**src/rtl/popcount_seq.sv**
```systemverilog
// Multi-cycle population counter: CHUNK bits per clock over a WIDTH-bit word,
// with a start/busy/done handshake and a saturating running total.
module popcount_seq #(
    parameter int WIDTH = 32,
    parameter int CHUNK = 4,
    parameter int ACC_W = 16,
    localparam int K  = WIDTH / CHUNK,
    localparam int CW = $clog2(WIDTH + 1)
) (
    input  logic             clk,
    input  logic             rst,
    input  logic             start,
    input  logic [WIDTH-1:0] din,
    input  logic             acc_en,
    input  logic             clear,
    output logic             busy,
    output logic             done,
    output logic [CW-1:0]    count,
    output logic [ACC_W-1:0] total,
    output logic             total_ovf
);

    localparam int IW = (K > 1) ? $clog2(K) : 1;

    if (WIDTH < 1 || CHUNK < 1 || CHUNK > WIDTH ||
        (WIDTH % CHUNK) != 0 || ACC_W < CW) begin : g_bad_params
        $error("popcount_seq: illegal WIDTH/CHUNK/ACC_W combination");
    end

    typedef enum logic [1:0] {
        S_IDLE,
        S_BUSY,
        S_DONE
    } state_t;

    state_t           state_q;
    logic [WIDTH-1:0] sh_q;
    logic [CW-1:0]    psum_q;
    logic [IW-1:0]    idx_q;
    logic             acc_q;
    logic             busy_q;
    logic             done_q;
    logic [CW-1:0]    count_q;
    logic [ACC_W-1:0] total_q, total_d;
    logic             ovf_q, ovf_d;

    function automatic logic [CW-1:0] pc_chunk(input logic [CHUNK-1:0] v);
        logic [CW-1:0] c;
        c = '0;
        for (int i = 0; i < CHUNK; i++) begin
            c = c + CW'(v[i]);
        end
        return c;
    endfunction

    logic [CW-1:0]  sum_nx;
    logic           last;
    logic [ACC_W:0] sum_w;

    assign sum_nx = psum_q + pc_chunk(sh_q[CHUNK-1:0]);
    assign last   = (idx_q == IW'(K - 1));
    assign sum_w  = {1'b0, total_q} + (ACC_W + 1)'(sum_nx);

    always_ff @(posedge clk or posedge rst) begin
        if (rst) begin
            state_q <= S_IDLE;
            sh_q    <= '0;
            psum_q  <= '0;
            idx_q   <= '0;
            acc_q   <= 1'b0;
            busy_q  <= 1'b0;
            done_q  <= 1'b0;
            count_q <= '0;
        end else begin
            done_q <= 1'b0;
            unique case (state_q)
                S_IDLE: begin
                    if (start) begin
                        sh_q    <= din;
                        acc_q   <= acc_en;
                        psum_q  <= '0;
                        idx_q   <= '0;
                        busy_q  <= 1'b1;
                        state_q <= S_BUSY;
                    end
                end
                S_BUSY: begin
                    sh_q   <= sh_q >> CHUNK;
                    psum_q <= sum_nx;
                    idx_q  <= idx_q + 1'b1;
                    if (last) begin
                        count_q <= sum_nx;
                        done_q  <= 1'b1;
                        busy_q  <= 1'b0;
                        state_q <= S_DONE;
                    end
                end
                S_DONE: state_q <= S_IDLE;
                default: state_q <= S_IDLE;
            endcase
        end
    end

    // clear takes priority over an accumulate landing on the same edge
    always_comb begin
        total_d = total_q;
        ovf_d   = ovf_q;
        if (clear) begin
            total_d = '0;
            ovf_d   = 1'b0;
        end else if (state_q == S_BUSY && last && acc_q) begin
            if (sum_w[ACC_W]) begin
                total_d = '1;
                ovf_d   = 1'b1;
            end else begin
                total_d = sum_w[ACC_W-1:0];
            end
        end
    end

    always_ff @(posedge clk or posedge rst) begin
        if (rst) begin
            total_q <= '0;
            ovf_q   <= 1'b0;
        end else begin
            total_q <= total_d;
            ovf_q   <= ovf_d;
        end
    end

    assign busy      = busy_q;
    assign done      = done_q;
    assign count     = count_q;
    assign total     = total_q;
    assign total_ovf = ovf_q;

endmodule
```
**config.mk**
```make
export PLATFORM = sky130hd
export DESIGN_NAME = popcount_seq
export DESIGN_NICKNAME = d
export VERILOG_FILES = /design/src/rtl/popcount_seq.sv
export SDC_FILE = /design/constraint.sdc
export NUM_CORES = 1
export LEC_CHECK = 0
export BUFFER_PORTS_ARGS = -buffer_cell sky130_fd_sc_hd__buf_2
export CORE_ASPECT_RATIO = 1.25
export CORE_MARGIN = 5
export CORE_UTILIZATION = 40
export DETAILED_ROUTE_END_ITERATION = 6
export PLACE_DENSITY = 0.69
export SYNTH_ARGS = -nofsm -noshare
export SYNTH_HDL_FRONTEND = slang
export SYNTH_SLANG_ARGS = --single-unit
```
**constraint.sdc**
```tcl
create_clock -name clk -period 3.73 [get_ports clk]
set_input_delay 0.1865 -clock clk [delete_from_list [all_inputs] [get_ports clk]]
set_output_delay 0.1865 -clock clk [all_outputs]
set_load 0.005 [all_outputs]
```
Word-level counts from Yosys, hierarchy flattened
Index checks and enable logic that the tools add are counted.

operators by class
  divide/modulo/power cells = 0
  equal/unequal tests = 4
  reductions and logical operators = 12
  multipliers = 0
  mux-type cells = 20
  shifts and indexed selects = 0
  add/sub/neg operators = 6
  bitwise operators = 0
  $lt $le $gt $ge = 0

operators with widths
  kind                                           count
  case mux 32 bit (2 select lines)               1
  two-way mux 16 bit                             3
  two-way mux 32 bit                             1
  adder 16 x 6 -> 17 bit                         1
  case mux 6 bit (2 select lines)                1
  AND reduction 2 bit                            5
  two-way mux 1 bit                              7
  adder 6 x 4 -> 6 bit                           1
  two-way mux 6 bit                              1
  case mux 3 bit (2 select lines)                1
  nonzero test 2 bit                             3
  adder 3 x 1 -> 4 bit                           1
  two-way mux 2 bit                              2
  != test 2 bit, second input constant           2
  case mux 2 bit (2 select lines)                1
  adder 2 x 1 -> 3 bit                           1
  adder 3 x 1 -> 3 bit, second input constant    1
  == test 3 bit, second input constant           1
  two-way mux 3 bit                              1
  AND reduction 3 bit                            1
  adder 1 x 1 -> 2 bit                           1
  == test 2 x 1 -> 1 bit, second input constant  1
  logical AND 1 bit                              2
  zero test 2 bit                                1
  case mux 1 bit (2 select lines)                1

word-level totals
  input bits = 37
  bits in registers = 69
  memory bits (writable) = 0
  logic and storage cells = 52
  memories kept = 0
  output and inout port bits = 25
  bits in read-only memories = 0
  bits in latches = 0

Longest topological paths before layout
Gate-level depths: netlist (run 1).

  word-level depth = 8
  depth in mapped cells = 15
  mapped depth without buffers = 14

Worst setup path before layout (run 1)
Ideal clock, no wire load.

  path type = reg2reg
  start = register sh_q[0]
  end = register total_q[0], in the netlist total[0]
  path slack = 0.417 ns
  path buffers = 1
  library setup time = 0.137 ns
  cell stages (with the launch flop) = 16
  arrival time = 3.176 ns
  required time = 3.593 ns
  period minus slack after synthesis = 3.313 ns
  cells stage by stage = dfrtp_1 -> fa_1 -> inv_1 -> fa_1 -> inv_1 -> fa_1 -> nand3_1 -> xor2_1 -> inv_1 -> ha_1 -> and2_1 -> o31ai_2 -> a21oi_4 -> nand3_1 -> buf_2 -> a31oi_1

between the ends
  word-level cells in the longest chain between the ends = 8

ends and longest elaborated chain
  item                    line  text
  start, declared         37    logic [WIDTH-1:0] sh_q;
  start signal, assigned  79    sh_q <= din;
  start signal, assigned  88    sh_q <= sh_q >> CHUNK;
  adder 1 x 1 -> 2 bit    51    c = c + CW'(v[i]);
  adder 2 x 1 -> 3 bit    51
  adder 3 x 1 -> 4 bit    51
  adder 6 x 4 -> 6 bit    60    assign sum_nx = psum_q + pc_chunk(sh_q[CHUNK-1:0]);
  via sum_nx[4]           56    logic [CW-1:0] sum_nx;
  adder 16 x 6 -> 17 bit  62    assign sum_w = {1'b0, total_q} + (ACC_W + 1)'(sum_nx);
  two-way mux 16 bit      112   if (sum_w[ACC_W]) begin
  two-way mux 16 bit      111   end else if (state_q == S_BUSY && last && acc_q) begin
  two-way mux 16 bit      108   if (clear) begin
  end signal, assigned    126   total_q <= total_d;
  end, declared           44    logic [ACC_W-1:0] total_q, total_d;

The timed path passes the listed nets, and every way through them passes these cells. The select of a mux whose other input is x is not followed.
A chain may end at the register's enable or synchronous reset.

Final worst setup path (run 1)
  start = register sh_q[0]
  end = register total_q[11], in the netlist total[11]

The elaborated chain is that of the path after synthesis.

==> results.sh, run 1 <==
export IMPL_dr_pass1_iters=4
export IMPL_wl_mm=7.850
export IMPL_timing_rr_end="total[11]"
export IMPL_syn_to_final_growth_pct=20.46
export IMPL_synth_async_reset_ratio=1.000
export IMPL_rr_worst_depth=14
export IMPL_fmax_ghz=0.2819
export IMPL_ys_flop_type="dfrtp_1"
export IMPL_vdd_drop_max_mv=0.2649
export IMPL_cts_sinks=69
export IMPL_worstSetupStartpointType="register"
export IMPL_setup_tns_ns=0
export IMPL_hpwl_mm=5.604
export IMPL_cts_tree="yes"
export IMPL_die_area_sq_um=10690
export IMPL_slowest_delay_ns=0.47
export IMPL_coreArea_sq_um=8606
export IMPL_holdBufCountCts=0
export IMPL_final_common_cell="dfrtp_1"
export IMPL_drv_slew=0
export IMPL_insertion_delay_ns=0.34
export IMPL_outcome="finished clean"
export IMPL_finalCritPeriodShare=0.9511
export IMPL_overflow=0
export IMPL_rr_startpoint="sh_q[0]"
export IMPL_drc=0
export IMPL_synth_top_family_by_area="simple AND/OR/NAND/NOR gates"
export IMPL_critPathKind="reg -> reg"
export IMPL_antenna_left=0
export IMPL_synth_edff_count=0
export IMPL_die_w_um=93.50
export IMPL_grtUsageTotal=0.1524
export IMPL_critPathTopFamily="adder cells"
export IMPL_io_buffers=61
export IMPL_relSlewSlack=0.3449
export IMPL_swShare=0.3767
export IMPL_arrival_ns=3.81
export IMPL_die_y_um=114.4
export IMPL_yosys_area_share_simple=0.1576
export IMPL_root_buffer="clkbuf_8"
export IMPL_hold_viol_final=0
export IMPL_antenna_found_initial=0
export IMPL_timing_final_crit_period_ns=3.548
export IMPL_worst_setup_path_end_kind="register"
export IMPL_p_comb_frac=0.368
export IMPL_finalNetCount=466
export IMPL_gp_congestion=0.8182
export IMPL_clkSlewWorstSetupHoldPaths_ns=0.08
export IMPL_synth_compound_area_share=0.1454
export IMPL_regToRegSetupSlack_ns=0.18
export IMPL_synthAdderAreaFrac=0.05528
export IMPL_syn_cell_area_sq_um=3486
export IMPL_fp_row_count=38
export IMPL_synth_distinct_cells=51
export IMPL_min_to="sh_q[28]"
export IMPL_ios=62
export IMPL_p_int_mw=1.695
export IMPL_n_antenna_cell=0
export IMPL_grt_max_degree=61
export IMPL_netSwitchingPower_mw=1.024
export IMPL_power_mw=2.719
export IMPL_place_area_sq_um=3916
export IMPL_path_max_fanout=8
export IMPL_synthCells=354
export IMPL_path_cells="fa_1 -> inv_1 -> fa_1 -> inv_1 -> fa_1 -> xnor2_1 -> inv_1 -> ha_1 -> nor2b_2 -> o2111ai_2 -> a21oi_4 -> nand3_1 -> buf_4 -> a21oi_1"
export IMPL_slowest_stage="fa_1"
export IMPL_critPathBufInv=4
export IMPL_grt_pass1_wl_mm=12.88
export IMPL_holdPathStages=3
export IMPL_cts_buffer_depth=2
export IMPL_via_per_inst=4.959
export IMPL_clockPowerShare=0.228
export IMPL_power_frac_seq=0.404
export IMPL_ys_warnings_count=0
export IMPL_cellPowerDensity_nw_per_um2=647.5
export IMPL_critical_path_required_ns=3.99
export IMPL_ys_seq_area_frac=0.4953
export IMPL_initial_core_util=0.4051
export IMPL_design_area_sq_um=4199
export IMPL_leakagePower_nw=1.945
export IMPL_ys_seq_elements=69
export IMPL_synthMuxAreaShare=0.08076
export IMPL_num_vias=2683
export IMPL_syn_num_nets=404
export IMPL_grt_pass1_vias=2703
export IMPL_drt_iter0_markers=83
export IMPL_cts_htree_levels=3
export IMPL_final_cell_mix="69 x dfrtp_1, 65 x nand2_1, 61 x buf_2, 31 x o21ai_0, 27 x mux2i_1"
export IMPL_cts_made_buffers=9
export IMPL_wl_per_cell_um=14.51
export IMPL_fin_skew_ns=0.005811
export IMPL_synth_area_per_cell_sq_um=9.847
export IMPL_maxCapViolCount=0
export IMPL_hold_start="din[28]"
export IMPL_tightest_slew_ns=0.9811
export IMPL_hp_class="in -> reg"
export IMPL_synthXorXnorAreaFrac=0.02261
export IMPL_drive_gt1_frac=0.2637
export IMPL_finalSetupViolations=0
==> how the worst max path moves through the flow <==
stage | from | end | slack [ns] | cells after the start
2_1_floorplan | sh_q[0] | total[0] | 0.42 | 15
3_3_place_gp | sh_q[0] | total[11] | 0.21 | 15
5_1_grt | sh_q[0] | total[11] | -0.02 | 15
3_5_place_dp | sh_q[0] | total[5] | 0.06 | 14
4_1_cts | sh_q[0] | total[5] | 0.04 | 14
6_report | sh_q[0] | total[11] | 0.18 | 14
==> cells in the mapped netlist, types with 3 or more instances <==
cell	n	area share
a21oi_1	15	0.022
nor2b_1	5	0.0090
nand3_1	5	0.0072
buf_2	6	0.0086
nor2_1	8	0.0086
nand2_1	65	0.070
and3_1	3	0.0054
mux2i_1	27	0.078
a31oi_1	4	0.0072
o22ai_1	5	0.0090
dfrtp_1	69	0.50
fa_1	4	0.023
ha_1	9	0.032
xnor2_1	7	0.018
nor3_1	7	0.010
inv_1	18	0.019
o21ai_0	31	0.045
clkbuf_1	11	0.012
o21ai_1	15	0.022
==> stage by stage <==
stage | hold slack, ns | util | std cells | setup WS (ns)
6_report | 0.04069 | 0.4879 | 541 | 0.1823
5_1_grt | 0.03688 | 0.4879 | 541 | -0.02190
4_1_cts | 0.03081 | 0.4783 | 538 | 0.03791
3_5_place_dp | 0.3941 | 0.4551 | 522 | 0.05894
3_3_place_gp | 0.3903 | 0.4551 | 522 | 0.2077
2_1_floorplan | 0.3033 | - | 354 | 0.4174
==> per-layer routing <==
| layer | wire (um) | share of wire | GRT usage |
|---|---|---|---|
| met5 | 0 | 0 | 0 |
| met1 | 3397 | 0.43 | 0.1938 |
| met2 | 3810 | 0.49 | 0.2448 |
| met3 | 532 | 0.068 | 0.05194 |
| met4 | 110 | 0.014 | 0.04692 |
==> state kept, by name, indices dropped and copies added (netlist names) <==
| name | cells |
|---|---|
| acc_q | 1 |
| busy | 1 |
| count | 6 |
| done | 1 |
| idx_q | 3 |
| psum_q | 6 |
| sh_q | 32 |
| state_q | 2 |
| total | 16 |
| total_ovf | 1 |
==> final cells by class <==
| cell class | instances | area [sq um] |
|---|---|---|
| Sequential cell | 69 | 1727 |
| Multi-Input combinational cell | 248 | 1682 |
| Clock buffer | 10 | 137.6 |
| Timing Repair Buffer | 70 | 372.9 |
| Inverter | 18 | 67.56 |
| Fill cell | 792 | 4407 |
| Clock inverter | 6 | 62.56 |
| Tap cell | 120 | 150.1 |
==> tightest hold or removal path, stage by stage <==
cell and delay, ns:
buf_2 0.08, nand2_1 0.03, o21ai_0 0.05
==> timing repair <==
item                                    CTS  global route
endpoints found under the setup margin    0            16
resized for setup                         0            11
buffers inserted                          0             3
hold endpoints to repair                  0             0
==> logic make-up after synthesis <==
kind of cell,Yosys count
compound gates,85
xor+xnor,9
fa+ha+maj,13
buf+inv,37
flops,69
mux,28
simple gates,113
==> power groups by stage <==
stage          combinational (mW)  clock (mW)  sequential (mW)
6_report                    0.999       0.620             1.10
5_1_grt                      1.15       0.671             1.13
4_1_cts                     0.995       0.632             1.10
3_5_place_dp                0.993           0             1.11
3_3_place_gp                0.959           0             1.10
2_1_floorplan               0.755           0             1.08
Note: power is estimated with default switching activity, not from simulation.
==> inputs of run 2 (changes only) <==
==> config.mk (replaced) <==
export PLATFORM = sky130hd
export DESIGN_NAME = popcount_seq
export DESIGN_NICKNAME = d
export VERILOG_FILES = /design/src/rtl/popcount_seq.sv
export SDC_FILE = /design/constraint.sdc
export NUM_CORES = 1
export LEC_CHECK = 0
export CORE_ASPECT_RATIO = 1.25
export CORE_MARGIN = 5
export CORE_UTILIZATION = 40
export CTS_BUF_LIST = sky130_fd_sc_hd__clkbuf_16
export DETAILED_ROUTE_END_ITERATION = 6
export DONT_BUFFER_PORTS = 1
export PLACE_DENSITY = 0.63
export SYNTH_ARGS = -nofsm -noshare
export SYNTH_HDL_FRONTEND = slang
export SYNTH_SLANG_ARGS = --single-unit
==> results.sh, run 2 (same netlist as run 1, synthesis figures left out) <==
export IMPL_grtUsageTotal=0.1604
export IMPL_via_per_inst=5.277
export IMPL_arrival_ns=3.74
export IMPL_timing_final_crit_period_ns=3.503
export IMPL_outcome="finished with violations"
export IMPL_overflow=0
export IMPL_seqCellArea_sq_um=1727
export IMPL_cts_made_buffers=9
export IMPL_antenna_left=0
export IMPL_cellPowerDensity_nw_per_um2=747.9
export IMPL_finalNetCount=414
export IMPL_io_buffers=0
export IMPL_syn_to_final_growth_pct=17.59
export IMPL_grt_pass1_wl_mm=13.33
export IMPL_leakagePower_nw=1.787
export IMPL_critical_path_required_ns=3.97
export IMPL_setup_tns_ns=0
export IMPL_place_area_sq_um=3626
export IMPL_die_y_um=114.4
export IMPL_grt_max_degree=62
export IMPL_insertion_delay_ns=0.32
export IMPL_drv_slew=0
export IMPL_root_buffer="clkbuf_16"
export IMPL_rsz0062_at_grt="false"
export IMPL_hold_viol_final=46
export IMPL_cts_sinks=69
export IMPL_ios=62
export IMPL_n_antenna_cell=0
export IMPL_tightest_slew_ns=0.9715
export IMPL_fillers=813
export IMPL_hp_class="in -> async"
export IMPL_drc=0
export IMPL_coreArea_sq_um=8606
export IMPL_finalCritPeriodShare=0.9391
export IMPL_grt_pass1_vias=2666
export IMPL_cts_tree="yes"
export IMPL_violations="negative hold slack"
export IMPL_finalSetupViolations=0
export IMPL_cts_htree_levels=3
export IMPL_maxCapViolCount=0
export IMPL_multi_input_area_sq_um=1675
export IMPL_drive_gt1_frac=0.1332
export IMPL_hpwl_mm=5.586
export IMPL_drt_iter0_markers=69
export IMPL_design_area_sq_um=4099
export IMPL_die_area_sq_um=10690
export IMPL_final_cell_mix="69 x dfrtp_1, 65 x nand2_1, 31 x o21ai_0, 27 x mux2i_1, 18 x inv_1"
export IMPL_wl_mm=7.998
export IMPL_antenna_found_initial=0
export IMPL_final_common_cell="dfrtp_1"
export IMPL_wl_per_cell_um=16.39
export IMPL_fin_skew_ns=0.006018
export IMPL_dr_pass1_iters=4
export IMPL_path_max_fanout=6
export IMPL_critPathKind="reg -> reg"
export IMPL_fmax_ghz=0.2855
export IMPL_relSlewSlack=0.3514
export IMPL_worstSetupStartpointType="register"
export IMPL_clkSlewWorstSetupHoldPaths_ns=0.06
export IMPL_initial_core_util=0.4051
export IMPL_post_route_util=0.4763
export IMPL_fp_row_count=38
export IMPL_cts_buffer_depth=2
export IMPL_worst_setup_path_end_kind="register"
export IMPL_vdd_drop_max_mv=0.3246
export IMPL_num_vias=2575
export IMPL_gp_congestion=0.8507
export IMPL_largest_register_ffs=32
export IMPL_power_mw=3.065
export IMPL_hold_slack_ns=-0.03035
export IMPL_die_w_um=93.50
export IMPL_regMostFlops="sh_q"
[run 2: final timing paths]
path | startpoint | depth (start not counted) | endpoint | slack, ns
min in group clk | din[10] | 2 | sh_q[10] | 0.05
worst max register to register | sh_q[0] | 15 | total[8] | 0.23
worst max-delay path | sh_q[0] | 15 | total[8] | 0.23
worst min-delay path | rst | 1 | total[14] | -0.03
worst min register to register | sh_q[8] | 2 | sh_q[4] | 0.47
max in group asynchronous | rst | 2 | acc_q | 2.88
[run 2: area by class of cell]
type	instances	area share
inverter	18	0.01648
sequential	69	0.4212
multi-input combinational	248	0.4087
clock inverter	6	0.02534
timing repair buffer	18	0.03663
tap	120	0.03663
clock buffer	9	0.05495
[run 2: metrics by stage]
stage | worst slack [ns] | std cells
3_3_place_gp | 0.2761 | 463
6_report | 0.2273 | 488
4_1_cts | 0.06187 | 484
5_1_grt | 0.009631 | 488
3_5_place_dp | 0.1730 | 463
2_1_floorplan | 0.4174 | 354
[run 2: repair_timing]
action	in CTS	in global routing
setup endpoints to repair	0	15
resized for setup	0	9
hold buffers	6	0
setup buffers	0	4
endpoints found under the hold margin	22	0
[run 2: layer usage]
layer,up-vias,wire length [um],GRT usage
met2,73,3970,0.2667
met1,1241,3260,0.1853
met3,17,574,0.06312
li1,1244,-,-
met4,0,193,0.06158
met5,-,0,0
[run 2: critical path: stages (launching register included)]
cell	delay (ns)
dfrtp_1	0.40
fa_1	0.54
inv_1	0.05
fa_1	0.38
inv_1	0.09
fa_1	0.22
nand3_1	0.11
xor2_1	0.20
inv_1	0.11
ha_4	0.24
and2_1	0.19
o31ai_4	0.26
a21oi_4	0.12
buf_4	0.16
and4_1	0.19
nor3_1	0.16
[run 2: power breakdown]
group | switching [mW] | internal (mW)
Clock | 0.312 | 0.644
Combinational | 0.570 | 0.424
Sequential | 0.151 | 0.964
==> inputs of run 3 (changes only) <==
--- a/config.mk
+++ b/config.mk
@@ -8,7 +8,6 @@
 export CORE_ASPECT_RATIO = 1.25
 export CORE_MARGIN = 5
 export CORE_UTILIZATION = 40
-export CTS_BUF_LIST = sky130_fd_sc_hd__clkbuf_16
 export DETAILED_ROUTE_END_ITERATION = 6
 export DONT_BUFFER_PORTS = 1
 export PLACE_DENSITY = 0.63
==> results.sh, run 3 (same netlist as run 1, synthesis figures left out) <==
export IMPL_cts_buffer_depth=2
export IMPL_vdd_drop_max_mv=0.2895
export IMPL_path_max_fanout=6
export IMPL_finalCritPeriodShare=0.9461
export IMPL_grtUsageTotal=0.1580
export IMPL_finalNetCount=414
export IMPL_n_antenna_cell=0
export IMPL_grt_max_degree=62
export IMPL_die_area_sq_um=10690
export IMPL_path_cells="fa_1 -> inv_1 -> fa_1 -> inv_1 -> fa_1 -> nand3_1 -> xor2_1 -> inv_1 -> ha_4 -> and2_1 -> o31ai_4 -> a21oi_4 -> buf_4 -> and4_1 -> nor3_1"
export IMPL_critical_path_required_ns=3.98
export IMPL_worst_setup_path_end_kind="register"
export IMPL_multi_input_area_sq_um=1675
export IMPL_maxCapViolCount=0
export IMPL_grt_pass1_wl_mm=13.22
export IMPL_pre_cts_slack_ns=0.1730
export IMPL_die_w_um=93.50
export IMPL_drive_gt1_frac=0.1304
export IMPL_leakagePower_nw=1.735
export IMPL_via_per_inst=5.254
export IMPL_hpwl_mm=5.586
export IMPL_seqCellArea_sq_um=1727
export IMPL_cts_htree_levels=3
export IMPL_insertion_delay_ns=0.34
export IMPL_antenna_found_initial=0
export IMPL_fmax_ghz=0.2834
export IMPL_finalSetupViolations=0
export IMPL_slowest_stage="fa_1"
export IMPL_clkSlewWorstSetupHoldPaths_ns=0.07
export IMPL_gp_congestion=0.8507
export IMPL_initial_core_util=0.4051
export IMPL_ios=62
export IMPL_hp_class="in -> reg"
export IMPL_hold_slack_ns=0.03263
export IMPL_drv_slew=0
export IMPL_cts_made_buffers=9
export IMPL_fp_row_count=38
export IMPL_io_buffers=0
export IMPL_relSlewSlack=0.3376
export IMPL_overflow=0
export IMPL_num_vias=2564
export IMPL_largest_register_ffs=32
export IMPL_arrival_ns=3.78
export IMPL_post_route_util=0.4648
export IMPL_cellPowerDensity_nw_per_um2=703.4
export IMPL_final_common_cell="dfrtp_1"
export IMPL_tightest_slew_ns=0.9935
export IMPL_syn_to_final_growth_pct=14.75
export IMPL_final_cell_mix="69 x dfrtp_1, 65 x nand2_1, 30 x o21ai_0, 27 x mux2i_1, 17 x inv_1"
export IMPL_fillers=821
export IMPL_coreArea_sq_um=8606
export IMPL_root_buffer="clkbuf_8"
export IMPL_hold_viol_final=0
export IMPL_dr_pass1_iters=4
export IMPL_outcome="finished clean"
export IMPL_grt_pass1_vias=2617
export IMPL_worstSetupStartpointType="register"
export IMPL_antenna_left=0
export IMPL_timing_final_crit_period_ns=3.529
export IMPL_critPathKind="reg -> reg"
export IMPL_regMostFlops="sh_q"
export IMPL_die_y_um=114.4
export IMPL_slowest_delay_ns=0.54
export IMPL_wl_per_cell_um=16.23
export IMPL_fin_ws_ns=0.2009
export IMPL_wl_mm=7.920
export IMPL_drc=0
export IMPL_cts_tree="yes"
export IMPL_drt_iter0_markers=64
export IMPL_cts_sinks=69
export IMPL_fin_skew_ns=0.006727
## run 3: changes by cell type in the layout (fill, tap and decap cells not counted)
cell	change
buf_4	-1
o21ai_1	+1
inv_1	-1
clkbuf_16	-9
clkbuf_1	+1
dlygate4sd3_1	+1
o21ai_0	-1
clkbuf_8	+9
## run 3: critical path: cells and delay by family (launching register included)
kind / cells / cell delay [ns]
compound gates: 2 / 0.41
xor+xnor: 1 / 0.20
fa+ha+maj: 4 / 1.38
buf+inv: 4 / 0.41
flops: 1 / 0.40
simple gates: 4 / 0.64
## run 3: final timing paths
| kind | from | end | slack [ns] | cells past startpoint |
|---|---|---|---|---|
| min reg2reg | sh_q[8] | sh_q[4] | 0.48 | 2 |
| max in group asynchronous | rst | sh_q[5] | 2.28 | 3 |
| min in group asynchronous | rst | total[14] | 0.53 | 2 |
| max reg2reg | sh_q[0] | total[8] | 0.20 | 15 |
| max | sh_q[0] | total[8] | 0.20 | 15 |
| min | din[24] | sh_q[24] | 0.03 | 2 |
## run 3: layout make-up
cell class / count / share of cell area
flip-flops and latches: 69 / 0.4317
multi-input cells: 248 / 0.4188
repair buffers: 18 / 0.03816
well taps: 120 / 0.03754
clock buffers: 10 / 0.03190
clock inverters: 5 / 0.02502
inverters: 18 / 0.01689
## run 3: where the power goes
group / switching, mW / total, mW / internal [mW]
clock network: 0.281 / 0.720 / 0.439
logic: 0.566 / 0.981 / 0.415
registers: 0.151 / 1.11 / 0.963
## run 3: what timing repair did
action	CTS	global route
buffers inserted	0	3
hold buffers	7	0
resized for setup	0	10
endpoints found under the hold margin	68	0
setup endpoints to repair	0	15
## run 3: per-layer routing
layer / track usage / up-vias / wire [um]
met4: 0.06158 / 0 / 141
met3: 0.05062 / 11 / 485
met1: 0.1845 / 1252 / 3284
li1: - / 1242 / -
met5: 0 / - / 0
met2: 0.2686 / 59 / 4009
## run 3: through the flow
stage                     instance area, sq um  TNS [ns]  instances  total power [mW]
after floorplan                           3486         0        354             1.832
after global placement                    3626         0        463             2.055
after detailed placement                  3626         0        463             2.091
after CTS                                 3924         0        485             2.820
after global routing                      4000  -0.02504        488             3.060
final                                     4000         0        488             2.814
